## src/rtl/rs232_pkg.sv

```systemverilog
// Shared RS232 definitions so the transmitter and receiver agree on framing and baud timing.
// Holds the receiver state encoding, data width and default clocks-per-bit.
package rs232_pkg;

  localparam int DATA_BITS            = 8;
  localparam int DEFAULT_CLKS_PER_BIT = 434;  // 50 MHz / 115200 baud

  typedef enum logic [2:0] {
    ST_IDLE      = 3'd0,
    ST_START     = 3'd1,
    ST_DATA      = 3'd2,
    ST_STOP      = 3'd3,
    ST_WAIT_IDLE = 3'd4
  } rx_state_e;

endpackage

```

## src/rtl/sync_2ff.sv

```systemverilog
// Generic two-flop synchronizer for asynchronous inputs; latency 2 cycles, no backpressure.
// The reset value is a parameter so idle-high lines do not glitch active out of reset.
module sync_2ff #(
  parameter int               WIDTH   = 1,
  parameter logic [WIDTH-1:0] RST_VAL = '0
) (
  input  logic             i_clk,
  input  logic             i_rst,
  input  logic [WIDTH-1:0] i_d,
  output logic [WIDTH-1:0] o_q
);

  logic [WIDTH-1:0] r_meta;
  logic [WIDTH-1:0] r_q;

  always_ff @(posedge i_clk) begin
    if (i_rst) begin
      r_meta <= RST_VAL;
      r_q    <= RST_VAL;
    end else begin
      r_meta <= i_d;
      r_q    <= r_meta;
    end
  end

  assign o_q = r_q;

endmodule

```

## src/rtl/serial_rx.sv

```systemverilog
// 8N1 serial receiver: mid-bit sampling of a synchronized RX line, one-cycle DONE/FRAME_ERR strobes.
// DONE appears HALF_BIT + 9*CLKS_PER_BIT + ~3 cycles after the start edge; there is no backpressure.
module serial_rx
  import rs232_pkg::*;
#(
  parameter int CLKS_PER_BIT = DEFAULT_CLKS_PER_BIT
) (
  input  logic                 CLK,
  input  logic                 RST,
  input  logic                 RX,
  output logic [DATA_BITS-1:0] DATA,
  output logic                 DONE,
  output logic                 FRAME_ERR,
  output logic                 BUSY
);

  localparam int HALF_BIT = CLKS_PER_BIT / 2;
  localparam int CW       = $clog2(CLKS_PER_BIT);
  localparam int IW       = $clog2(DATA_BITS);

  logic                 w_rx_s;
  rx_state_e            r_state;
  logic [CW-1:0]        r_cnt;
  logic [IW-1:0]        r_idx;
  logic [DATA_BITS-1:0] r_shift;
  logic [DATA_BITS-1:0] r_data;
  logic                 r_done;
  logic                 r_frame_err;
  logic                 r_busy;

  sync_2ff #(
    .WIDTH   (1),
    .RST_VAL (1'b1)
  ) u_rx_sync (
    .i_clk (CLK),
    .i_rst (RST),
    .i_d   (RX),
    .o_q   (w_rx_s)
  );

  always_ff @(posedge CLK) begin
    if (RST) begin
      r_state     <= ST_IDLE;
      r_cnt       <= '0;
      r_idx       <= '0;
      r_shift     <= '0;
      r_data      <= '0;
      r_done      <= 1'b0;
      r_frame_err <= 1'b0;
      r_busy      <= 1'b0;
    end else begin
      r_done      <= 1'b0;
      r_frame_err <= 1'b0;
      case (r_state)
        ST_IDLE: begin
          r_cnt <= '0;
          if (!w_rx_s) begin
            r_state <= ST_START;
            r_busy  <= 1'b1;
          end
        end
        ST_START: begin
          if (r_cnt == CW'(HALF_BIT - 1)) begin
            r_cnt <= '0;
            // Line back high at mid-start-bit means it was noise, not a frame.
            if (!w_rx_s) begin
              r_state <= ST_DATA;
              r_idx   <= '0;
            end else begin
              r_state <= ST_IDLE;
              r_busy  <= 1'b0;
            end
          end else begin
            r_cnt <= r_cnt + 1'b1;
          end
        end
        ST_DATA: begin
          if (r_cnt == CW'(CLKS_PER_BIT - 1)) begin
            r_cnt   <= '0;
            r_shift <= {w_rx_s, r_shift[DATA_BITS-1:1]};
            if (r_idx == IW'(DATA_BITS - 1)) begin
              r_state <= ST_STOP;
            end else begin
              r_idx <= r_idx + 1'b1;
            end
          end else begin
            r_cnt <= r_cnt + 1'b1;
          end
        end
        ST_STOP: begin
          // Leaving at mid-stop-bit leaves half a bit to catch a back-to-back start edge.
          if (r_cnt == CW'(CLKS_PER_BIT - 1)) begin
            r_cnt <= '0;
            if (w_rx_s) begin
              r_data  <= r_shift;
              r_done  <= 1'b1;
              r_state <= ST_IDLE;
              r_busy  <= 1'b0;
            end else begin
              r_frame_err <= 1'b1;
              r_state     <= ST_WAIT_IDLE;
            end
          end else begin
            r_cnt <= r_cnt + 1'b1;
          end
        end
        ST_WAIT_IDLE: begin
          r_cnt <= '0;
          if (w_rx_s) begin
            r_state <= ST_IDLE;
            r_busy  <= 1'b0;
          end
        end
        default: begin
          r_state <= ST_IDLE;
          r_cnt   <= '0;
          r_busy  <= 1'b0;
        end
      endcase
    end
  end

  assign DATA      = r_data;
  assign DONE      = r_done;
  assign FRAME_ERR = r_frame_err;
  assign BUSY      = r_busy;

endmodule

```

## config.mk

```make
export PLATFORM = sky130hd
export DESIGN_NAME = serial_rx
export DESIGN_NICKNAME = d
export VERILOG_FILES = /design/src/rtl/rs232_pkg.sv /design/src/rtl/sync_2ff.sv /design/src/rtl/serial_rx.sv
export SDC_FILE = /design/constraint.sdc
export NUM_CORES = 1
export LEC_CHECK = 0
export ABC_AREA = 1
export ABC_CLOCK_PERIOD_IN_PS = 2100
export CORE_MARGIN = 2
export CORE_UTILIZATION = 45
export CTS_CLUSTER_SIZE = 28
export DETAILED_ROUTE_END_ITERATION = 7
export GPL_ROUTABILITY_DRIVEN = 0
export PLACE_DENSITY_LB_ADDON = 0.25
export SETUP_SLACK_MARGIN = 0.05
export SYNTH_ARGS = -nofsm -noshare
export SYNTH_HDL_FRONTEND = slang
export SYNTH_SLANG_ARGS = --single-unit
```

## constraint.sdc

```tcl
create_clock -name CLK -period 2.1 [get_ports CLK]
set_input_delay 0.63 -clock CLK [delete_from_list [all_inputs] [get_ports CLK]]
set_output_delay 0.63 -clock CLK [all_outputs]
set_load 0.02 [all_outputs]
```

Yosys cells after proc, flatten, opt, wreduce, memory -nomap -nowiden
Cells that the tools add are included.
Storage, ports and cells
  bits in registers: 36
  output and inout port bits: 11
  word-level logic and storage cells: 63
Operators by class
  add/subtract/negate cells: 2
  equality and inequality tests: 15
  muxes and demuxes: 24
  bitwise gates (word level): 3
  reduce and logical (&&, ||, !) cells: 9
Operators by type and width (count)
  2-to-1 mux 3 bit: 11
  2-to-1 mux 9 bit: 2
  one-hot mux 9 bit (2 select lines): 1
  one-hot mux 3 bit (5 select lines): 1
  != test 2 bit (second input constant): 7
  adder 9 x 1 -> 9 bit (second input constant): 1
  == test 9 x 8 -> 1 bit (second input constant): 1
  == test 9 bit (second input constant): 1
  == test 3 x 2 -> 1 bit (second input constant): 2
  == test 3 bit (second input constant): 2
  2-to-1 mux 1 bit: 6
  one-hot mux 3 bit (2 select lines): 1
  AND reduction 6 bit: 1
  one-hot mux 1 bit (5 select lines): 1
  AND reduction 5 bit: 1
  AND reduction 4 bit: 1
  adder 3 x 1 -> 3 bit (second input constant): 1
  == test 3 x 1 -> 1 bit (second input constant): 1
  logical NOT 3 bit: 1
  inverter 1 bit: 3
  AND reduction 3 bit: 1
  OR reduction 3 bit: 1
  2-to-1 mux 2 bit: 1
  != test 2 x 1 -> 1 bit (second input constant): 1
  3 further kinds: 3

Longest topological paths before layout
  depth in word-level cells: 4
  depth in mapped cells: 11

Hierarchy
Synthesis repeated with hierarchy kept, for this count alone.
Second synthesis, totals
  cells, all modules: 212
  area total of the unflattened synthesis: 1785.5 µm²
Modules (own cells, without submodules)
  serial_rx: times used 1, cells an instance 205, area each 1726.7 µm²
  sync_2ff: times used 1, cells an instance 7, area each 58.8 µm²

Least setup slack after synthesis
No wires, ideal clock.
  path type: register to register
  start point: register r_cnt[0]
  end point: register r_cnt[8]
  library setup time: 0.115 ns
  data arrival time: 1.281 ns
  data required time: 1.985 ns
  slack: 0.703 ns
  stages on the path, launching flop included: 11
  buffers on the path: 0
  cell sequence: dfxtp_1 -> ha_1 -> nand2_1 -> nor2_4 -> nand2_4 -> nand2_2 -> nand2_2 -> inv_2 -> nand2_2 -> nand2_4 -> nor2_1
On the way
  cells in the longest elaborated chain, start to end: 3
RTL lines
  start, declared: RTL line serial_rx.sv:23  | logic [CW-1:0] r_cnt;
  start signal, assigned: RTL line serial_rx.sv:74  | r_cnt <= r_cnt + 1'b1;
  start signal, assigned: RTL line serial_rx.sv:87  | r_cnt <= r_cnt + 1'b1;
  start signal, assigned: RTL line serial_rx.sv:104  | r_cnt <= r_cnt + 1'b1;
  adder 9 x 1 -> 9 bit, or another cell as far along: RTL line serial_rx.sv:74, serial_rx.sv:87, serial_rx.sv:104
  2-to-1 mux 9 bit (on tied branches): RTL line serial_rx.sv:78, serial_rx.sv:92, serial_rx.sv:63
  one-hot mux 9 bit (2 select lines) (*): RTL line serial_rx.sv:54  | case (r_state)
Every way passes the cells marked *; elsewhere a longest branch is shown, timed or not.
A chain may end at the register's enable or synchronous reset.

Final worst setup path
  start point: register r_data[0], in the netlist DATA[0]
  end point: output DATA[0]
RTL lines
  start, declared: RTL line serial_rx.sv:26  | logic [DATA_BITS-1:0] r_data;
  start signal, assigned: RTL line serial_rx.sv:95  | r_data <= r_shift;
  end, declared: RTL line serial_rx.sv:11  | output logic [DATA_BITS-1:0] DATA,
No word-level cell between the ends.

==> results by group <==
Status
  • Status: finished clean

Logic synthesis
  • Number of synthesized register bits: 36
  • Dominant cells by area after synthesis: dfxtp_1 43%, nor2_1 7.4%, inv_1 6.3%
  • Area of the mapped netlist: 1680 µm²
  • Synth top cells by count: 36 x dfxtp_1, 33 x nor2_1, 28 x inv_1
  • Simple-Gate Fraction of Synth Area: 31.8%
  • Synthesized area per cell: 7.70 µm²
  • Compound-gate portion of the synthesized area: approximately 11%
  • Ys async rst share: 0%
  • Distinct cell type count after synthesis: 27
  • Largest family of logic cells by synthesized area: simple AND/OR/NAND/NOR gates
  • Synth Warn #: 0
  • Post-synthesis mux area share: 0%
  • Share of the synthesized area in the top cell type: 43.0%
  • Xor-xnor portion of the synthesized cell area: 1.57%
  • Post-synth top flop: dfxtp_1
  • Synthesized instance count: 218
  • Top-count cell post-synth: dfxtp_1
  • Mapped Nets: 226
  • Post-synth EDFFs: 0
  • Sequential share of the synthesized area: 43.0%
  • Yosys top cell by area: dfxtp_1
  • Adder-cell share of the synthesized area: 3.73%

CTS
  • Clock buffer depth: 2
  • Root Buffer: clkbuf_8
  • # Post-CTS Setup Buffers: 0
  • Num CTS Buffers: 5
  • CTS tree: built
  • Post-CTS Resized: 0
  • Clock Latency Late Sink: 0.29 ns
  • CTS sink count: 36
  • H-tree levels: 2
  • Hold-fix buffers, CTS: 0
  • Worst-path clk slew: approximately 0.080 ns

Detailed routing
  • Post-Route WL: 3190 µm
  • Vias: 1368
  • Drt wl/cell: 11.2 µm
  • DR iter-0 viols: 69
  • Via-per-instance ratio: 4.80
  • DRT Pass-1 Iters: 4
  • ANT nets after route: 0
  • # DRC: 0

Pwr
  • PwrDens: 1010 nW/µm²
  • Worst vdd ir: 484 µV
  • Power Total: 1.99 mW
  • Leakage: 0.800 nW

Worst setup path
  • Critical-path maximum fanout: 2
  • Critical path class: reg -> out
  • CP max stage delay: 0.60 ns
  • Worst endpoint required time: 1.47 ns
  • CP endpoint kind: output pin
  • CP Launch Type: flop
  • Worst path top cell family by delay: buffers and inverters
  • Crit-path cells: clkdlybuf4s50_1
  • Arr. time, crit path: 1.24 ns
  • R2r setup slk: 0.55 ns
  • Critical R2R Launch: r_cnt[0]$_SDFF_PP0_
  • Reg2reg end: DATA[7]$_SDFFE_PP0P_
  • Slowest CP cell: clkdlybuf4s50_1
  • Crit path buf inv count: 1
  • Worst r2r path cells: 7

Placement
  • Hpwl dp: 2310 µm
  • Port buffer count: 13

Global routing
  • Largest net degree at the start of global routing: 21
  • Initial antenna violation count: 0
  • Total gr overflow: 0
  • First-pass GRT wire length: 5600 µm
  • GRT Util Overall: ~18%
  • Vias in the first global route: 1253

Layout
  • Layout cells sized above 1: 15.6%
  • Nets@finish: 244
  • Filler instances: between 300 and 400
  • Area Growth Syn to Fin: 17.3%
  • Post-layout util: 54.2%
  • Area of the multi-input gates: 815 µm²
  • FF/Latch Area: 721 µm²
  • Ant. Diodes: 0

Flow run
  • Max Cap Violations: 0

STA
  • Least-Margin Pin Slew: 0.355 ns
  • Tcrit/Tclk final: 89.2%
  • # setup viols final: 0
  • RSZ-0062 raised after global routing: false
  • Hold Worst Slack: roughly 0.43 ns
  • Min Clock Period, post-route: roughly 1.9 ns
  • Pins Over Slew Limit: 0
  • Worst Skew: 0.00439 ns
  • Final hold violations: 0
  • Fmax: 534 MHz
  • TNS Setup: 0 ns
  • Rel. slew slack: 76.1%

Floorplan
  • Initial Util: 46.2%
  • Die area: 4230 µm²
  • Core Box Area: 3630 µm²
  • Row cnt: 22
  • Die H: 65.1 µm
  • Die X: 65.1 µm
  • I/O pins: 14

Worst hold path
  • Hold crit path type: reg -> reg
  • Worst hold stages: 1
  • Hold Path End: u_rx_sync.o_q$_SDFF_PP1_
  • Hold Startpoint: u_rx_sync.r_meta$_SDFF_PP1_
[where the power goes]
| group | switching (mW) | internal, mW | total [mW] | leakage (nW) |
|---|---|---|---|---|
| clock network | 0.261 | 0.351 | 0.612 | 0.0541 |
| registers | 0.0562 | 0.740 | 0.796 | 0.291 |
| logic | 0.375 | 0.207 | 0.582 | 0.455 |
| total | 0.692 | 1.30 | 1.99 | 0.800 |
[through the flow]
stage | cell area, µm² | cells | setup slack [ns]
final | 1970 | 285 | 0.228
after CTS | 1970 | 285 | 0.208
after global routing | 1970 | 285 | 0.182
after detailed placement | 1860 | 277 | 0.266
after global placement | 1860 | 277 | 0.290
after floorplan | 1680 | 218 | 0.703
[worst max-delay path by stage]
stage          cells past startpoint                   to            startpoint  slack, ns
2_1_floorplan                     10  r_cnt[8]$_SDFF_PP0_   r_cnt[0]$_SDFF_PP0_       0.70
3_3_place_gp                       4  r_cnt[7]$_SDFF_PP0_                   RST       0.29
3_5_place_dp                       4  r_cnt[2]$_SDFF_PP0_                   RST       0.27
4_1_cts                            1                 BUSY     BUSY$_SDFFE_PP0P_       0.21
5_1_grt                            1              DATA[1]  DATA[1]$_SDFFE_PP0P_       0.18
6_report                           1              DATA[0]  DATA[0]$_SDFFE_PP0P_       0.23
[layout make-up]
type                       count  share of cell area, %
clock buffer                   5                   3.50
clock inverter                 3                   2.16
inverter                      33                   6.29
multi-input combinational    146                   41.4
sequential                    36                   36.6
tap                           48                   3.05
timing repair buffer          14                   6.99
[sequential cells by signal, indices dropped and copies added (netlist names)]
register and count:
DATA 8, DONE 1, u_rx_sync.o_q 1, BUSY 1, r_shift 8, r_cnt 9, u_rx_sync.r_meta 1, r_state 3
r_idx 3, FRAME_ERR 1
[cells by family after synthesis]
logic type | after synthesis
adders and majority gates | 5
DFF | 36
and+or+nand+nor | 100
buffers and inverters | 36
xor gates and xnor gates | 3
AOI/OAI and AO/OA | 38
[layout by cell type, fill, tap and decap left out]
cell type | Yosys | routed
buf_4 | 0 | 1
nand2_2 | 6 | 6
nor2_2 | 2 | 2
ha_1 | 5 | 5
clkdlybuf4s50_1 | 0 | 13
or2_2 | 3 | 3
a21oi_1 | 17 | 17
nand2_1 | 26 | 26
nand3b_1 | 1 | 1
inv_2 | 5 | 5
xor2_1 | 2 | 2
nor2_4 | 3 | 3
clkinvlp_4 | 0 | 1
clkbuf_8 | 0 | 5
bufinv_16 | 0 | 1
xnor2_1 | 1 | 1
nor3_1 | 3 | 3
dfxtp_1 | 36 | 36
nand3_1 | 12 | 12
clkinv_2 | 0 | 1
o21ai_0 | 18 | 18
nor2_1 | 33 | 33
nor3_4 | 2 | 2
nand3_4 | 1 | 1
nand4_1 | 1 | 1
nor4_1 | 1 | 1
o21ai_1 | 2 | 2
nand2_4 | 3 | 3
o211ai_1 | 1 | 1
inv_1 | 28 | 28
nor3_2 | 3 | 3
[layer usage]
layer | global-route usage (%) | wire (µm) | share of wire [%]
met1 | 22.5 | 1620 | 51
met2 | 26.3 | 1380 | 43
met3 | 6.08 | 108 | 3.4
met4 | 9.11 | 80 | 2.5
met5 | 0 | 0 | 0
Note: power is estimated with default switching activity, not from simulation.
